$ cat config.mk
export PLATFORM = sky130hd
export DESIGN_NAME = fetch_stage
export DESIGN_NICKNAME = d
export VERILOG_FILES = /design/src/rtl/fetch_stage.sv
export SDC_FILE = /design/constraint.sdc
export NUM_CORES = 1
export LEC_CHECK = 0
export ABC_AREA = 1
export ABC_CLOCK_PERIOD_IN_PS = 2670
export BUFFER_PORTS_ARGS = -buffer_cell sky130_fd_sc_hd__buf_2
export CAP_MARGIN = 20
export CORE_UTILIZATION = 52
export CTS_CLUSTER_DIAMETER = 200
export CTS_CLUSTER_SIZE = 20
export DETAILED_ROUTE_END_ITERATION = 8
export GPL_TIMING_DRIVEN = 0
export PLACE_DENSITY = 0.84
export SETUP_SLACK_MARGIN = 0.02
export SYNTH_ARGS = -nofsm -noshare
export SYNTH_HDL_FRONTEND = slang
export SYNTH_SLANG_ARGS = --single-unit
$ cat constraint.sdc
create_clock -name clk -period 2.67 [get_ports clk]
set_input_delay 0.801 -clock clk [delete_from_list [all_inputs] [get_ports clk]]
set_output_delay 0.801 -clock clk [all_outputs]
set_load 0.05 [all_outputs]
$ cat src/rtl/fetch_stage.sv
// Instruction-fetch stage with the IF/ID pipeline register.
// Holds the PC, drives the instruction-memory address and picks the next PC
// from the sequential, jump (ID) and branch (EX) sources. A redirect flushes
// IF/ID with a bubble. A load-use stall freezes both the PC and IF/ID.
module fetch_stage #(
  parameter logic [31:0] RESET_PC = 32'h0000_0000,
  parameter logic [31:0] NOP_INST = 32'h0000_0000
) (
  input  logic        clk,
  input  logic        reset,
  output logic [31:0] imem_addr,
  input  logic [31:0] imem_data,
  input  logic        stall,
  input  logic        jump,
  input  logic [25:0] jump_index,
  input  logic        branch_taken,
  input  logic [31:0] branch_target,
  output logic [31:0] pc,
  output logic [31:0] inst_id,
  output logic [31:0] pc4_id,
  output logic        valid_id
);

  logic [31:0] pc_q, pc_d;
  logic [31:0] inst_q, inst_d;
  logic [31:0] pc4_q, pc4_d;
  logic        valid_q, valid_d;

  logic [31:0] seq;
  logic [31:0] jtarget;
  logic [31:0] btarget;

  // Candidate PCs. The jump target is built from the PC+4 of the jump
  // instruction, which is the word currently held in IF/ID.
  assign seq     = pc_q + 32'd4;
  assign jtarget = {pc4_q[31:28], jump_index, 2'b00};
  assign btarget = {branch_target[31:2], 2'b00};

  // Next-state selection: the branch is the older instruction, so it beats the
  // jump, and any redirect beats a stall.
  always_comb begin
    // NOTE: every _d gets a default first, so no path through this block
    // leaves a signal unassigned and no latch is inferred.
    pc_d    = pc_q;
    inst_d  = inst_q;
    pc4_d   = pc4_q;
    valid_d = valid_q;
    if (branch_taken) begin
      pc_d    = btarget;
      inst_d  = NOP_INST;
      pc4_d   = 32'd0;
      valid_d = 1'b0;
    end else if (jump) begin
      pc_d    = jtarget;
      inst_d  = NOP_INST;
      pc4_d   = 32'd0;
      valid_d = 1'b0;
    end else if (!stall) begin
      pc_d    = seq;
      inst_d  = imem_data;
      pc4_d   = seq;
      valid_d = 1'b1;
    end
  end

  // PC and IF/ID registers. A synchronous reset wins over every other input.
  always_ff @(posedge clk) begin
    // NOTE: state is written with non-blocking assignments so every register
    // samples pre-edge values, independent of statement order.
    if (reset) begin
      pc_q    <= RESET_PC;
      inst_q  <= NOP_INST;
      pc4_q   <= 32'd0;
      valid_q <= 1'b0;
    end else begin
      pc_q    <= pc_d;
      inst_q  <= inst_d;
      pc4_q   <= pc4_d;
      valid_q <= valid_d;
    end
  end

  assign imem_addr = pc_q;
  assign pc        = pc_q;
  assign inst_id   = inst_q;
  assign pc4_id    = pc4_q;
  assign valid_id  = valid_q;

endmodule

==> results of run 1 <==
## cell usage in the layout, fill, tap and decap left out, drive strengths merged
master and instances:
buf 261, o211ai 20, dfxtp 93, xnor2 3, xor2 5, o21ai 54
nand3b 1, conb 6, nor2 113, or2 2, nand4 2, clkbuf 39
clkinvlp 2, nand3 50, o21bai 2, ha 1, nand2 184, inv 70
clkinv 1, a21oi 90
## logic make-up after synthesis
group                    Yosys count  synth area share, %
AND/OR/NAND/NOR                  352                 30.1
AO/OA/AOI/OAI                    166                 17.8
buffers and inverters            143                 13.6
flip-flops                        93                 36.9
XOR/XNOR                           8                 1.39
adder cells (fa/ha/maj)            1                0.248
other                              1               0.0743
## power by group
group	total, W	leakage (nW)	internal (W)	switching (W)
sequential	0.00153	0.760	0.00144	0.0000832
clock	0.000955	0.0929	0.000383	0.000572
combinational	0.000901	2.56	0.000264	0.000637
## per-layer routing
metal / vias up / wire length, um
met2: 300 / 7750
met1: 2586 / 6610
met4: 0 / 315
met3: 26 / 1450
met5: - / 0
li1: 2869 / -
## sequential cells by signal, indices dropped and copies added (netlist names)
| signal | cells |
|---|---|
| imem_addr | 30 |
| inst_id | 32 |
| pc4_id | 30 |
| valid_id | 1 |
## metrics by stage
| stage | setup WS (ns) | std cells | total power (W) | cell area (sq um) |
|---|---|---|---|---|
| after global routing | 0.528 | 1128 | 0.00351 | 6490 |
| final | 0.565 | 1128 | 0.00338 | 6490 |
| after detailed placement | 0.504 | 1112 | 0.00245 | 6300 |
| after CTS | 0.568 | 1128 | 0.00337 | 6490 |
| after global placement | 0.512 | 1112 | 0.00244 | 6300 |
| after floorplan | 0.779 | 769 | 0.00220 | 5060 |
## area by class of cell
| type | count | area (sq um) |
|---|---|---|
| fillers | 873 | 2840 |
| well taps | 129 | 161 |
| clock inverters | 6 | 55.1 |
| inverters | 67 | 251 |
| repair buffers | 214 | 1070 |
| flip-flops and latches | 93 | 1860 |
| multi-input cells | 533 | 2520 |
| plain buffers | 76 | 433 |
| clock buffers | 10 | 138 |
## worst max-delay path, delay by kind of cell, from the launching register on
kind / cells / cell delay, ns
buf+inv: 2 / 0.41
flops: 1 / 0.52
## path summary, 6_finish.rpt
path | from | endpoint | cells past startpoint
worst min-delay path | inst_id[25]$_SDFFE_PP0N_ | inst_id[25]$_SDFFE_PP0N_ | 2
worst min register to register | inst_id[25]$_SDFFE_PP0N_ | inst_id[25]$_SDFFE_PP0N_ | 2
worst max-delay path | imem_addr[15]$_SDFFE_PP0P_ | pc[15] | 2
worst max register to register | imem_addr[2]$_SDFFE_PP0P_ | pc4_id[24]$_SDFFE_PP0N_ | 10
==> summary.txt, run 1 <==
Synthesis
  • Gate Count Post-Synth: about 760
  • Top-count cell post-synth: nand2_1
  • Yosys cell types: 29
  • Sequential area share after synthesis: roughly 37%
  • Yosys top cell area share: about 37%
  • Async S/R FF share, synth: 0%
  • Synthesized flop and latch total: 93
  • Synth Cell Area: 5050 sq um
  • Synth area leader: dfxtp_1
  • Post-synth top flop: dfxtp_1
  • Number of synthesized flops with an enable pin: 0
  • Commonest cells post-synth: nand2_1, nor2_1, dfxtp_1
  • Syn Area/Cell: 6.60 sq um
  • Yosys warnings: 0
  • Area contributors post-synth: dfxtp_1, nand2_1, a21oi_1

Global route
  • Vias in the first global route: ~5200
  • Global route overflow: 0
  • Initial antenna violation count: 0
  • Met1 Usage GRT: 40.9%
  • M3 GR Usage: 5.41%
  • Grt peak-use layer: met2
  • Met2 Usage GRT: approximately 54%
  • Global-route wire length before repair: 25.1 mm
  • GR Util All Layers: around a third
  • Pin count of the biggest net entering global routing: 18

Worst setup path
  • Worst path cell trace: buf_4 -> buf_2
  • Slowest cell on crit path: dfxtp_1
  • Crit. End Element: output pin
  • Worst path max stage delay: 0.52 ns
  • Startpoint Class: register
  • Critical Path RT: 1.87 ns
  • Critical path arrival: between 1 and 1.5 ns
  • Max FO, Critical Path: 7
  • Kind of critical path: register to output pin
  • Reg-to-reg slack, setup: about 0.77 ns

Status
  • Status: complete, no violations

STA
  • Peak Freq: 475 MHz
  • Tcrit/Tclk final: about four fifths
  • Hold WS: 0.469 ns
  • Clk_skew: 0.00532 ns
  • Slew Limit Fails: 0
  • Final setup viols: 0
  • Fin. Hold Viols: 0
  • Total Negative Setup Slacks: 0 ns
  • Relative slew slack: between 50% and 60%
  • Least-Margin Pin Slew: 0.641 ns
  • Post-layout min period: between 2 and 2.5 ns
  • RSZ-0062 raised after global routing: false

Drt
  • Drt initial violations: ~400
  • DRC violations left: 0
  • Vias after detailed routing: 5781
  • Final WL: ~16 mm
  • Wire length per cell: roughly 14 um
  • Drt first pass iters: 6
  • DRT antenna net count: 0
  • Vias/cell: slightly above 5

Floorplan
  • Site row count: 35
  • Die width: 101 um
  • Starting density of the core: 54.1%
  • Full die area: slightly above 10000 sq um
  • Overall die height: around 100 um
  • I/O pin total: about 220
  • Core ar.: a little over 9000 sq um

Worst hold path
  • Worst Hold Class: register to register

Final layout
  • ANT cells: 0
  • Nets: about 1100
  • Layout cells sized above 1: between 30% and 40%
  • Layout area overhead: 28.6%
  • Fin util: between 60% and 70%

Clocking
  • Clk sinks: 93
  • Root buffer cell: clkbuf_8
  • CTS tree: built
  • Setup Fix Bufs, Post-CTS: 0
  • Later-pin clock latency in the skew report: approximately 0.37 ns
  • Hold-fix buffers, CTS: 0
  • Num CTS Buffers: 9
  • CTS clk-pin slew, worst paths: approximately 0.10 ns
  • Htree depth: 3
  • Worst-case clock buffer depth: 2
  • Post-CTS Resized: 0

Placement
  • Port bufs: 214
  • Placer Congestion: approximately 1
  • Post-detail-place hpwl: 12.3 mm

Run
  • Max cap viols: 0

Pwr
  • PD cells: 521 nW/um^2
  • Pleak: ~3.4 nW
  • Worst VDD drop: about 350 uV
No activity file was read; power rests on OpenSTA's default activity.
==> run 2: changes to the inputs <==
Settings changed: ABC_CLOCK_PERIOD_IN_PS 2670 to 1800, CORE_UTILIZATION 52 to 43, PLACE_DENSITY 0.84 to 0.74.
Clock period 2.67 ns to 1.8 ns, I/O delays scaled along.
==> summary.txt, run 2 (synthesized netlist as in run 1, its figures left out) <==
Status
  • Status: complete, no violations (unchanged)

Clocking
  • Root buffer cell: clkbuf_16 (was clkbuf_8)
  • CTS clk-pin slew, worst paths: 0.07 ns (was 0.10 ns)
  • Later-pin clock latency in the skew report: 0.35 ns (was 0.37 ns)
  • Num CTS Buffers: 9 (unchanged)
  • Worst-case clock buffer depth: 2 (unchanged)
  • Hold-fix buffers, CTS: 0 (unchanged)
  • CTS tree: built (unchanged)
  • Clk sinks: 93 (unchanged)
  • Htree depth: 3 (unchanged)

Global route
  • Initial antenna violation count: 0 (unchanged)
  • Vias in the first global route: 5056 (was 5156)
  • GR Util All Layers: 27.0% (was 31.9%)
  • Pin count of the biggest net entering global routing: 17 (was 18)
  • Global route overflow: 0 (unchanged)
  • Global-route wire length before repair: 25.1 mm (unchanged)

STA
  • Least-Margin Pin Slew: 0.649 ns (was 0.641 ns)
  • Fin. Hold Viols: 0 (unchanged)
  • Slew Limit Fails: 0 (unchanged)
  • Relative slew slack: 56.8% (was 57.2%)
  • Final setup viols: 0 (unchanged)
  • Clk_skew: 0.00834 ns (was 0.00532 ns)
  • Post-layout min period: approximately 1.7 ns
  • Total Negative Setup Slacks: 0 ns (unchanged)
  • Peak Freq: between 500 and 600 MHz
  • Tcrit/Tclk final: 96.6%
  • RSZ-0062 raised after global routing: false (unchanged)

Pwr
  • Sw frac: 35.8% (was 38.2%)
  • Cell Int Power: 0.00349 W (was 0.00209 W)
  • Reg power frac: 41.8% (was 45.1%)
  • Logic pwr share: 24.6% (was 26.6%)
  • PD cells: 818 nW/um^2 (was 521 nW/um^2)
  • Worst VDD drop: 700 uV (was 353 uV)
  • Net Sw Power: 0.00195 W (was 0.00129 W)
  • Pleak: 3.47 nW (was 3.41 nW)
  • Clk pwr share: 33.6% (was 28.2%)

Placement
  • Post-detail-place hpwl: 12.5 mm (was 12.3 mm)
  • Placed cells: 1126 (was 1112)
  • Placer Congestion: 0.919 (was 0.977)
  • Port bufs: 214 (unchanged)
  • Area after DPL: 6320 sq um (was 6300 sq um)

Drt
  • Vias/cell: 5.05 (was 5.13)
  • Wire length per cell: 14.4 um (was 14.3 um)
  • Drt first pass iters: 5 (was 6)
  • DRC violations left: 0 (unchanged)
  • DRT antenna net count: 0 (unchanged)
  • Final WL: 16.4 mm (was 16.1 mm)
  • Drt initial violations: 395 (was 401)
  • Vias after detailed routing: 5761 (was 5781)

Final layout
  • ANT cells: 0 (unchanged)
  • Fin util: 58.2% (was 69.6%)
  • Final std cell area, no fill: 6640 sq um (was 6490 sq um)
  • Nets: 1090 (unchanged)
  • Max reg flops: 32 (unchanged)
  • Fin cells: 1141 (was 1128)
  • Layout area overhead: 31.7% (was 28.6%)
  • Most frequent cells in the layout: buf_2, nand2_1, nor2_1 (unchanged)
  • Commonest non-fill, non-tap cell in the layout: buf_2 (unchanged)
  • Layout cells sized above 1: 32.7% (was 30.2%)

Worst setup path
  • Max FO, Critical Path: 7 (unchanged)
  • Kind of critical path: register to output pin (unchanged)
  • Startpoint Class: register (unchanged)
  • Critical path arrival: 1.20 ns (was 1.30 ns)
  • Critical Path RT: 1.26 ns (was 1.87 ns)
  • Slowest cell on crit path: dfxtp_1 (unchanged)
  • Crit. End Element: output pin (unchanged)
  • Worst path max stage delay: 0.45 ns (was 0.52 ns)
  • Worst path cell trace: buf_4 -> buf_2 (unchanged)

Floorplan
  • Die width: 110 um (was 101 um)
  • Overall die height: 110 um (was 101 um)
  • I/O pin total: 224 (unchanged)
  • Full die area: 12200 sq um (was 10100 sq um)
  • Starting density of the core: 44.2% (was 54.1%)
  • Site row count: 39 (was 35)
  • Core ar.: 11400 sq um (was 9330 sq um)

Run
  • Max cap viols: 0 (unchanged)

Worst hold path
  • Worst Hold Class: input pin to register (was register to register)
run 2: changes by cell type in the layout (fill, tap and decap cells not counted), moves of 2 or more:
cell | before | now
nor2_1 | 101 | 99
dfxtp_2 | 0 | 20
clkbuf_16 | 0 | 9
dfxtp_1 | 93 | 72
o21ai_1 | 2 | 4
inv_8 | 2 | 0
inv_6 | 1 | 3
o21ai_0 | 52 | 50
clkbuf_8 | 10 | 0
run 2: worst paths after layout:
check                             start                         end  slack, ns  depth (start not counted)
max          imem_addr[20]$_SDFFE_PP0P_                      pc[20]       0.06                          2
min                               reset   imem_addr[2]$_SDFFE_PP0P_       0.38                          2
max reg2reg   imem_addr[3]$_SDFFE_PP0P_  imem_addr[22]$_SDFFE_PP0P_       0.17                         10
min reg2reg    inst_id[30]$_SDFFE_PP0N_    inst_id[30]$_SDFFE_PP0N_       0.46                          2
run 2: worst max-delay path, delay by kind of cell (launching register included):
family / cells / cell delay, ns
flops: 1 / 0.45
buf+inv: 2 / 0.39
run 2: what timing repair did:
action / in CTS / in global routing
cloned: 0 / 0
setup buffers: 0 / 0
setup endpoints to repair: 3 / 34
resized for setup: 3 / 26
run 2: stage by stage:
step	hold WS [ns]	power (W)	setup slack (ns)
after floorplan	0.593	0.00326	0.0467
after global placement	0.450	0.00363	-0.122
after detailed placement	0.454	0.00363	-0.146
after CTS	0.372	0.00544	0.0237
after global routing	0.385	0.00566	0.0242
final	0.385	0.00544	0.0614
run 2: area by class of cell:
class                           instances  area, sq um
Inverter                               67          251
Clock buffer                            9          225
Sequential cell                        93         1890
Multi-Input combinational cell        533         2540
Timing Repair Buffer                  214         1070
Clock inverter                          6         47.5
Fill cell                            1167         4770
Buffer                                 76          433
Tap cell                              143          179
run 2: routing by layer:
layer  wire length [um]  track usage, %  vias to the layer above
li1                   -               -                     2874
met1               6790            34.7                     2590
met2               7810            43.9                      265
met3               1370            6.00                       32
met4                448            10.9                        0
met5                  0               0                        -
run 2: power by group through the flow:
| stage | Combinational (W) | Sequential (W) | Clock (W) |
|---|---|---|---|
| 2_1_floorplan | 0.000689 | 0.00257 | 0 |
| 3_3_place_gp | 0.00132 | 0.00231 | 0 |
| 6_report | 0.00134 | 0.00227 | 0.00183 |
| 3_5_place_dp | 0.00132 | 0.00231 | 0 |
| 4_1_cts | 0.00133 | 0.00226 | 0.00185 |
| 5_1_grt | 0.00144 | 0.00229 | 0.00193 |
==> run 3: changes to the inputs <==
Settings changed: REMOVE_ABC_BUFFERS from default to 1.
==> summary.txt, run 3 (synthesized netlist as in run 1, its figures left out) <==
Status
  • Status: complete, no violations (unchanged)

Drt
  • Drt initial violations: 380 (was 395)
  • Drt first pass iters: 5 (unchanged)
  • Vias/cell: 4.99 (was 5.05)
  • Wire length per cell: 14.2 um (was 14.4 um)
  • DRT antenna net count: 0 (unchanged)
  • Final WL: 15.2 mm (was 16.4 mm)
  • Vias after detailed routing: 5351 (was 5761)
  • DRC violations left: 0 (unchanged)

Clocking
  • CTS clk-pin slew, worst paths: 0.07 ns (about the same)
  • Num CTS Buffers: 9 (unchanged)
  • Hold-fix buffers, CTS: 0 (unchanged)
  • CTS tree: built (unchanged)
  • Htree depth: 3 (unchanged)
  • Root buffer cell: clkbuf_16 (unchanged)
  • Later-pin clock latency in the skew report: 0.36 ns (was 0.35 ns)
  • Worst-case clock buffer depth: 2 (unchanged)
  • Clk sinks: 93 (unchanged)

Final layout
  • Nets: 1021 (was 1090)
  • Most frequent cells in the layout: buf_2, nand2_1, nor2_1 (unchanged)
  • Max reg flops: 32 (unchanged)
  • Commonest non-fill, non-tap cell in the layout: buf_2 (unchanged)
  • Layout cells sized above 1: 30.2% (was 32.7%)
  • Final std cell area, no fill: 6330 sq um (was 6640 sq um)
  • FILL cells: 1160 (was 1167)
  • ANT cells: 0 (unchanged)
  • Layout area overhead: 25.5% (was 31.7%)

Placement
  • Area after DPL: 5910 sq um (was 6320 sq um)
  • Placer Congestion: 0.825 (was 0.919)
  • Port bufs: 215 (was 214)
  • Post-detail-place hpwl: 9.99 mm (was 12.5 mm)
  • Post-Place Worst Slack: -1.70 ns (was -0.146 ns)

Worst setup path
  • Critical path arrival: 1.17 ns (was 1.20 ns)
  • R2R depth: 9 (was 10)
  • Buf/Inv on CP: 1 (was 2)
  • Kind of critical path: register to output pin (unchanged)
  • Worst reg2reg startpoint: imem_addr[10]$_SDFFE_PP0P_ (was imem_addr[3]$_SDFFE_PP0P_)
  • Worst path cell trace: buf_2 (was buf_4 -> buf_2)
  • Startpoint Class: register (unchanged)
  • Critical Path RT: 1.26 ns (about the same)
  • Worst path max stage delay: 0.49 ns (was 0.45 ns)
  • Crit path max-delay family: flip-flops (unchanged)
  • Max FO, Critical Path: 7 (unchanged)
  • Slowest cell on crit path: dfxtp_1 (unchanged)
  • Reg-to-reg slack, setup: 0.17 ns (about the same)
  • Crit. End Element: output pin (unchanged)
  • Reg-to-Reg End: imem_addr[21]$_SDFFE_PP0P_ (was imem_addr[22]$_SDFFE_PP0P_)

STA
  • Fin. Hold Viols: 0 (unchanged)
  • Tcrit/Tclk final: 95.1% (was 96.6%)
  • RSZ-0062 raised after global routing: false (unchanged)
  • Worst Slack Setup Final: 0.0881 ns (was 0.0614 ns)
  • Slew Limit Fails: 0 (unchanged)
  • Least-Margin Pin Slew: 0.608 ns (was 0.649 ns)
  • Post-layout min period: 1.71 ns (was 1.74 ns)
  • Relative slew slack: 59.3% (was 56.8%)
  • Clk_skew: 0.0109 ns (was 0.00834 ns)
  • Final setup viols: 0 (unchanged)
  • Peak Freq: 584 MHz (was 575 MHz)

Global route
  • Global-route wire length before repair: 23.0 mm (was 25.1 mm)
  • Vias in the first global route: 4455 (was 5056)
  • Initial antenna violation count: 0 (unchanged)
  • Pin count of the biggest net entering global routing: 59 (was 17)
  • GR Util All Layers: 24.7% (was 27.0%)
  • Global route overflow: 0 (unchanged)

Floorplan
  • Core ar.: 11400 sq um (unchanged)
  • Site row count: 39 (unchanged)
  • Overall die height: 110 um (unchanged)
  • Die width: 110 um (unchanged)
  • Starting density of the core: 44.2% (unchanged)
  • Full die area: 12200 sq um (unchanged)
  • I/O pin total: 224 (unchanged)

Worst hold path
  • Worst Hold Class: input pin to register (unchanged)
  • Hold path start: imem_data[13] (was reset)
  • Worst hold stages: 3 (was 2)
  • Hold EP: inst_id[13]$_SDFFE_PP0N_ (was imem_addr[2]$_SDFFE_PP0P_)

Pwr
  • PD cells: 851 nW/um^2 (was 818 nW/um^2)
  • Total chip power: 0.00539 W (was 0.00544 W)
  • Worst VDD drop: 486 uV (was 700 uV)
  • Pleak: 3.24 nW (was 3.47 nW)

Run
  • Max cap viols: 0 (unchanged)
[run 3: area by class of cell]
type / count / area (sq um) / area share, %
timing repair buffer: 218 / 1120 / 17.7
clock buffer: 10 / 239 / 3.77
inverter: 67 / 272 / 4.29
multi-input combinational: 534 / 2580 / 40.7
clock inverter: 6 / 55.1 / 0.869
sequential: 93 / 1880 / 29.7
tap: 143 / 179 / 2.83
timing repair inverter: 2 / 12.5 / 0.198
[run 3: where the power goes]
group / switching [W] / leakage, nW / internal [W] / total (W)
clock: 0.000889 / 0.139 / 0.00100 / 0.00189
sequential: 0.000121 / 0.763 / 0.00214 / 0.00227
combinational: 0.000916 / 2.34 / 0.000318 / 0.00123
[run 3: what timing repair did]
action / CTS / global route
endpoints found under the setup margin: 93 / 30
gates resized for setup: 15 / 20
buffers inserted: 1 / 1
pin swaps: 1 / 2
cloned: 3 / 0
[run 3: worst max path at each step]
stage                                            to  slack, ns                  startpoint  depth (start not counted)
after floorplan             pc4_id[11]$_SDFFE_PP0N_      -0.64                       reset                          5
after global placement       pc4_id[4]$_SDFFE_PP0N_      -2.16                branch_taken                          6
after detailed placement  imem_addr[2]$_SDFFE_PP0P_      -1.70                branch_taken                          7
after CTS                              imem_addr[6]       0.08   imem_addr[6]$_SDFFE_PP0P_                          1
after global routing        pc4_id[31]$_SDFFE_PP0N_       0.03   imem_addr[7]$_SDFFE_PP0P_                          9
final                                 imem_addr[20]       0.09  imem_addr[20]$_SDFFE_PP0P_                          1
[run 3: metrics by stage]
step	instances	util [%]	setup TNS, ns	hold WS [ns]
after detailed placement	1052	51.8	-105.99	0.452
after global placement	1051	51.6	-150.54	0.449
after CTS	1072	55.1	0	0.420
after floorplan	693	-	-32.18	0.609
final	1073	55.5	0	0.420
after global routing	1073	55.5	0	0.425
[run 3: tightest hold or removal path: stages]
cell,delay (ns)
buf_2,0.09
nand2_1,0.05
a21oi_1,0.05
[run 3: metal layers]
layer	vias up	part of all wire [%]	GRT usage, %	wire length, um
li1	2745	-	-	-
met1	2408	45	33.8	6890
met2	183	47	40.2	7140
met3	15	6.6	3.29	1000
met4	0	1.4	7.71	206
met5	-	0	0	0
